--- src/rtl/clock_pkg.sv ---
// rtl/clock_pkg.sv - shared mode encodings, BCD limits and blank masks for the MM:SS clock
package clock_pkg;

   typedef enum logic [1:0] {
      MODE_RUN     = 2'b00,
      MODE_SET_MIN = 2'b01,
      MODE_SET_SEC = 2'b10,
      MODE_BAD     = 2'b11
   } mode_t;

   localparam int BCD_W = 4;
   localparam logic [BCD_W-1:0] TENS_MAX  = 4'd5;
   localparam logic [BCD_W-1:0] UNITS_MAX = 4'd9;

   localparam logic [3:0] BLANK_NONE = 4'b0000;
   localparam logic [3:0] BLANK_MIN  = 4'b1100;
   localparam logic [3:0] BLANK_SEC  = 4'b0011;

   // Only the field being edited blinks; RUN and the on-phase show every digit.
   function automatic logic [3:0] blank_mask(input mode_t m, input logic phase_on);
      logic [3:0] mask;
      mask = BLANK_NONE;
      if (!phase_on) begin
         case (m)
            MODE_SET_MIN: mask = BLANK_MIN;
            MODE_SET_SEC: mask = BLANK_SEC;
            default:      mask = BLANK_NONE;
         endcase
      end
      return mask;
   endfunction

endpackage

--- src/rtl/bcd_mod60_counter.sv ---
// rtl/bcd_mod60_counter.sv - two-digit BCD counter 00..59 with a combinational carry on 59->00
module bcd_mod60_counter
   import clock_pkg::*;
(
   input  logic             clock,
   input  logic             reset,
   input  logic             inc,
   output logic [BCD_W-1:0] q_tens,
   output logic [BCD_W-1:0] q_units,
   output logic             carry
);

   logic at_max;

   assign at_max = (q_tens == TENS_MAX) && (q_units == UNITS_MAX);
   assign carry  = inc && at_max;

   always_ff @(posedge clock) begin
      if (reset) begin
         q_tens  <= '0;
         q_units <= '0;
      end else if (inc) begin
         if (q_units == UNITS_MAX) begin
            q_units <= '0;
            q_tens  <= (q_tens == TENS_MAX) ? '0 : q_tens + BCD_W'(1);
         end else begin
            q_units <= q_units + BCD_W'(1);
         end
      end
   end

endmodule

--- src/rtl/clock_mode_controller.sv ---
// rtl/clock_mode_controller.sv - MM:SS time keeping, RUN/SET_MIN/SET_SEC mode FSM and blink masking
module clock_mode_controller
   import clock_pkg::*;
#(
   parameter int TICK_DIV  = 100000000,
   parameter int BLINK_DIV = 25000000
) (
   input  logic             clock,
   input  logic             reset,
   input  logic             btn_mode,
   input  logic             btn_inc,
   output logic [BCD_W-1:0] d3,
   output logic [BCD_W-1:0] d2,
   output logic [BCD_W-1:0] d1,
   output logic [BCD_W-1:0] d0,
   output logic [3:0]       blank,
   output logic [1:0]       mode,
   output logic             sec_tick,
   output logic             wrap
);

   localparam int PW = $clog2(TICK_DIV);
   localparam int BW = $clog2(BLINK_DIV);
   localparam logic [PW-1:0] PRE_LAST   = PW'(TICK_DIV - 1);
   localparam logic [BW-1:0] BLINK_LAST = BW'(BLINK_DIV - 1);

   mode_t         state, state_next;
   logic [PW-1:0] presc, presc_next;
   logic [BW-1:0] blink_cnt, blink_cnt_next;
   logic          phase_on, phase_on_next;
   logic [3:0]    blank_next;
   logic          tick, inc_ok, sec_inc, min_inc, sec_carry, min_carry;

   // A mode press wins over a same-cycle increment.
   assign inc_ok  = btn_inc && !btn_mode;
   assign tick    = (state == MODE_RUN) && (presc == PRE_LAST);
   assign sec_inc = tick || ((state == MODE_SET_SEC) && inc_ok);
   assign min_inc = (state == MODE_RUN) ? sec_carry : ((state == MODE_SET_MIN) && inc_ok);
   assign mode    = state;

   bcd_mod60_counter u_sec (
      .clock   (clock),
      .reset   (reset),
      .inc     (sec_inc),
      .q_tens  (d1),
      .q_units (d0),
      .carry   (sec_carry)
   );

   bcd_mod60_counter u_min (
      .clock   (clock),
      .reset   (reset),
      .inc     (min_inc),
      .q_tens  (d3),
      .q_units (d2),
      .carry   (min_carry)
   );

   always_ff @(posedge clock) begin
      if (reset) begin
         state     <= MODE_RUN;
         presc     <= '0;
         blink_cnt <= '0;
         phase_on  <= 1'b1;
         blank     <= BLANK_NONE;
         sec_tick  <= 1'b0;
         wrap      <= 1'b0;
      end else begin
         state     <= state_next;
         presc     <= presc_next;
         blink_cnt <= blink_cnt_next;
         phase_on  <= phase_on_next;
         blank     <= blank_next;
         sec_tick  <= tick;
         wrap      <= tick && min_carry;
      end
   end

   always_comb begin
      state_next     = state;
      presc_next     = presc;
      blink_cnt_next = blink_cnt;
      phase_on_next  = phase_on;
      case (state)
         MODE_RUN: begin
            presc_next     = tick ? '0 : presc + PW'(1);
            blink_cnt_next = '0;
            phase_on_next  = 1'b1;
            if (btn_mode) state_next = MODE_SET_MIN;
         end
         MODE_SET_MIN, MODE_SET_SEC: begin
            // Restarting the blink on entry or edit keeps the touched digit visible.
            if (btn_mode || inc_ok) begin
               blink_cnt_next = '0;
               phase_on_next  = 1'b1;
            end else if (blink_cnt == BLINK_LAST) begin
               blink_cnt_next = '0;
               phase_on_next  = !phase_on;
            end else begin
               blink_cnt_next = blink_cnt + BW'(1);
            end
            if (btn_mode) begin
               if (state == MODE_SET_MIN) begin
                  state_next = MODE_SET_SEC;
               end else begin
                  state_next = MODE_RUN;
                  presc_next = '0;
               end
            end
         end
         default: begin
            state_next     = MODE_RUN;
            presc_next     = '0;
            blink_cnt_next = '0;
            phase_on_next  = 1'b1;
         end
      endcase
      blank_next = blank_mask(state_next, phase_on_next);
   end

endmodule

--- config.mk ---
export PLATFORM = sky130hd
export DESIGN_NAME = clock_mode_controller
export DESIGN_NICKNAME = d
export VERILOG_FILES = /design/src/rtl/clock_pkg.sv /design/src/rtl/bcd_mod60_counter.sv /design/src/rtl/clock_mode_controller.sv
export SDC_FILE = /design/constraint.sdc
export NUM_CORES = 1
export LEC_CHECK = 0
export CORE_UTILIZATION = 41
export CTS_CLUSTER_SIZE = 25
export DETAILED_ROUTE_END_ITERATION = 8
export PLACE_DENSITY = 0.58
export SLEW_MARGIN = 25
export SYNTH_ARGS = -nofsm -noshare
export SYNTH_HDL_FRONTEND = slang
export SYNTH_SLANG_ARGS = --single-unit
--- constraint.sdc ---
create_clock -name clock -period 4.5 [get_ports clock]
set_input_delay 0.675 -clock clock [delete_from_list [all_inputs] [get_ports clock]]
set_output_delay 0.675 -clock clock [all_outputs]
set_load 0.02 [all_outputs]
# == Word level (Yosys, flattened, before mapping) ==
# Index checks and enable logic that the tools add are counted.
# W data, S select, Z words.
# totals
reg_bits,77
wordCells,67
output_inout_bits,24
in_bits,4
# classes
bitwise_logic,1
n_eq_ne,12
add_sub_neg,6
n_reduce_logical,20
n_mux,17
# op_table
operator,count
$mux W27,3
$pmux W27 S2,1
$add A27 B1 Y27 const B,1
$eq A27 B27 Y1 const B,1
$add A25 B1 Y25 const B,1
$eq A25 B25 Y1 const B,1
$add A4 B1 Y4 const B,4
$mux W4,4
$logic_and A1 B1 Y1,9
$eq A4 B3 Y1 const B,2
$eq A4 B4 Y1 const B,2
$pmux W4 S2,1
$mux W2,3
$reduce_and A2 Y1,3
$eq A2 B1 Y1 const B,2
$eq A2 B2 Y1 const B,2
$mux W1,4
$ne A2 B2 Y1 const B,2
$pmux W2 S2,1
$reduce_or A2 Y1,2
$reduce_or A4 Y1,1
$logic_not A1 Y1,2
$logic_not A2 Y1,1
$logic_or A1 B1 Y1,2
$not A1 Y1,1

# == Longest topological paths before layout ==
# logic_depth
depth_word,8
ltp_mapped,9
ltp_nobuf,7

# == Hierarchy ==
# Synthesis repeated with hierarchy kept, for this count alone.
# hier_totals
cells_unflattened,448
hier_area_um2,3838.7
# modules_own_cells
module,area_each_um2,seq_area_each_um2,n_inst,cells_each
clock_mode_controller,2992.9,1181.1,1,354
bcd_mod60_counter,422.9,160.2,2,47

# == Least setup slack after synthesis ==
# Ideal clock, no wire load.
# synth_timing
path_type,register to register
startpoint,"register state[0], in the netlist mode[0]"
endpoint,register presc[22]
path_slack_ns,1.953
stages_incl_launch_ff,8
period_less_slack_ns,2.547
required_time_ns,4.430
setup_ns,0.070
t_arrival_ns,2.477
path_cell_list,dfxtp_1 inv_1 ha_1 nor2b_1 nor3_1 nand4_1 or3_1 a21oi_1
# synth_via
elab_chain_len,4
# synth_rtl
element,line_no,rtl
from (decl),clock_mode_controller.sv:27,"mode_t state, state_next;"
from (signal assigned),clock_mode_controller.sv:69,state <= state_next;
"$eq A2 B2 Y1, or another cell as far along",clock_mode_controller.sv:84,case (state)
$reduce_or A2 Y1 / $logic_and A1 B1 Y1 (equally long branches),"clock_mode_controller.sv:84, clock_mode_controller.sv:36",
$ne A2 B2 Y1 (no source line) / $mux W27 (equally long branches),n/a,
$reduce_and A2 Y1 (no source line) / $pmux W27 S2 (equally long branches),n/a,
to (signal assigned),clock_mode_controller.sv:70,presc <= presc_next;
to (decl),clock_mode_controller.sv:28,"logic [PW-1:0] presc, presc_next;"
# Parallel ways exist; a longest one is shown, timed or not.
# A chain may end at the register's enable or synchronous reset.

# == Worst setup path after layout ==
# layout_timing
startpoint,"register state[0], in the netlist mode[0]"
endpoint,register presc[3]
# Same word-level chain as after synthesis.

==> qor.txt <==
Cell Pwr Density: 316 nW/um^2
DR DRC count: 0
Fill cells: 796
GRT Util Overall: 16.7%
Area grow syn2layout: 16.4%
Top cells by area, synth: dfxtp_1 42%, nor2_1 7.5%, xor2_1 7.1%
HPWL Detailed: 4910 um
# rows: 33
Post-Place Cell Area: 3940 um^2
Synth Instances: 423
Io pins: 28
Max Fclk: 379 MHz
Bufs on Longest Clock Path: 2
Complex-gate fraction of the synthesized area: 7.61%
Largest family of logic cells by synthesized area: simple AND/OR/NAND/NOR gates
Setup crit end kind: flop
Final worst-path cycle share: 58.6%
Multiplexer area fraction after synthesis: 1.54%
FF+latch area: 1500 um^2
Clk root buf: clkbuf_8
Syn Nets: 434
GRT overflow: 0
CP cell instances: inv_1 > ha_1 > nand4bb_1 > or4_4 > o21ai_0 > a21o_1 > nor2_1
Die area: 9120 um^2
Initial core utilization: 43.0%
Req. time, crit path: 4.69 ns
Largest net degree at the start of global routing: 29
Hold buffers post-CTS: 0
Pleak: 1.32 nW
Dpl ws: 1.61 ns
Status: completed
Final setup fails: 0
# diodes: 0
Worst slew pin tran: 0.930 ns
Num CTS Buffers: 9
Netlist cell types: 53
Simple-Gate Fraction of Synth Area: 31.3%
Worst skew pair latency: 0.34 ns
Nets: 459
Sequential-to-total area share from yosys stat: 41.9%
Final setup TNS: 0 ns
GPL Wtd Cong: 0.743
VDD IR-drop max: 141 uV
Routed WL per cell: 12.7 um
# clock sinks: 75
RSZ-0062 raised after global routing: no
Critical-path cell with the highest stage delay: a21o_1
Final WS setup: 1.86 ns
Post-synth EDFFs: 0
Yosys top cell area share: 41.9%
Floorplan Core Area: 8340 um^2
Final instance area: 4170 um^2
Clk pin slew, worst setup/hold paths: 0.08 ns
Routed Wire Length: 7080 um
Via density: 5.26
Hold Fails Final Rpt: 0
H-tree levels: 3
TritonCTS clock tree: yes
Die W: 95.5 um
Hold crit path type: flop to flop
Vias in the first global route: 2614
Max-cap violation count: 0
Mapped cell area: 3580 um^2
Largest stage delay on the critical path: 0.72 ns
Asr flop ratio synth: 0%
Yosys warning count: 0
Post-CTS setup buffer count: 0
Crit path kind: flop to flop
Startpoint Class: flop
Multi-input gate area: 1950 um^2
Synth Register Bits: 75
Rel. slew slack: 38.0%
Via count: 2936
DR iter-0 viols: 135
Port Buf Inserts: 27
Initial antenna violation count: 0
Main synth FF type: dfxtp_1
Xor/xnor cell area share of the yosys netlist: 11.5%
Average size of a mapped cell: 8.47 um^2
Worst Skew: 0.0104 ns
Maximum fanout along the worst path: 27
Tmin final: 2.64 ns
TritonRoute pass-1 iters: 4
Share of cells above drive strength 1: 6.40%
WHS: 0.469 ns
Leading area contributor after synthesis: dfxtp_1
Tot Pwr: 0.00132 W
Post-DRT Antenna Nets: 0
Die height: 95.5 um
Slew Viols, Final: 0
Resize count post-CTS: 0
First-pass GRT wire length: 11900 um
Worst Path Arrival: 2.83 ns
Post-Synth Adder-Cell Area: 2.44%
cells in the final DEF (no fill, tap or decap), types with 2 or more instances in the layout:
master and instances:
o21ai_1 3, inv_1 17, clkbuf_8 10, and2_1 2, or4_1 4, clkdlybuf4s50_1 27, nand3_1 23, xnor2_1 18
buf_4 3, nand4bb_1 2, nor2b_1 6, o22ai_1 4, o21ai_0 12, dfxtp_1 75, nand2_1 22, and3_1 6
or3_1 3, o31ai_1 3, xor2_1 29, a21oi_1 11, nor2_1 72, nand4_1 18, nor3b_1 4, mux2_2 4
nor4_1 8, a31oi_1 2, o2bb2ai_1 2, nand2b_1 6, ha_1 7, nor3_1 15, and4_1 7, bufinv_16 2
sequential cells by signal, summed over array words and instances (netlist names), 2 cells and up:
| register | cells |
|---|---|
| u_min.q_units | 4 |
| presc | 27 |
| blink_cnt | 25 |
| u_sec.q_tens | 4 |
| u_sec.q_units | 4 |
| blank | 2 |
| u_min.q_tens | 4 |
| mode | 2 |
power breakdown:
group / switching, W / leakage, nW / internal, W
Sequential: 0.00000636 / 0.605 / 0.000668
Combinational: 0.0000296 / 0.603 / 0.0000169
Clock: 0.000262 / 0.115 / 0.000334
Total: 0.000298 / 1.32 / 0.00102
final timing paths:
check,startpoint,endpoint,slack (ns),depth (start not counted)
worst min-delay path,blink_cnt[0],blink_cnt[0],0.47,1
worst min register to register,blink_cnt[0],blink_cnt[0],0.47,1
worst max-delay path,mode[0],presc[3],1.86,7
worst max register to register,mode[0],presc[3],1.86,7
synthesized netlist by cell type, drive strengths merged (2+ instances only):
cell,instances
nand2,22
and2,2
nor4,8
ha,7
or2,2
nor3,15
nor2b,6
or4b,3
nor3b,4
a31oi,2
xor2,29
nand3,23
and4,8
or4,5
nand4,18
o2bb2ai,2
o31ai,3
a21oi,11
o22ai,4
buf,5
mux2,4
inv,17
and3,7
clkbuf,11
nand2b,6
o21ai,15
nor2,72
nand4bb,2
or3,3
xnor2,18
dfxtp,75
per-stage QoR:
| stage | util [%] | instances |
|---|---|---|
| 6_report | 50.0 | 558 |
| 3_5_place_dp | 47.2 | 542 |
| 3_3_place_gp | 47.2 | 542 |
| 2_1_floorplan | - | 423 |
| 4_1_cts | 50.0 | 558 |
| 5_1_grt | 50.0 | 558 |
area by class of cell:
type                    instances  share of cell area, %
multi-input cells             315                   46.7
flip-flops and latches         75                   36.0
repair buffers                 30                   7.02
clock buffers                  10                   3.30
well taps                     105                   3.15
clock inverters                 6                   2.31
inverters                      17                   1.53
critical path, delay by kind of cell, from the launching register on:
family | cells | cell delay, ns
compound gates | 2 | 0.90
flops | 1 | 0.38
buf+inv | 1 | 0.11
fa+ha+maj | 1 | 0.27
simple gates | 3 | 0.84
kinds of logic after synthesis:
| group | Yosys count |
|---|---|
| fa+ha+maj | 7 |
| xor+xnor | 47 |
| mux | 5 |
| flops | 75 |
| simple gates | 212 |
| buf+inv | 33 |
| compound gates | 44 |
routing by layer:
layer  share of wire (%)  vias to the layer above  GRT usage (%)  routed length [um]
met5                   0                        -              0                   0
met3                 3.0                        7           3.11                 210
met4                 1.3                        0           7.09                  92
met1                  50                     1348           21.4                3540
met2                  46                       48           27.3                3240
li1                    -                     1533              -                   -
(Power assumes the default switching activity.)
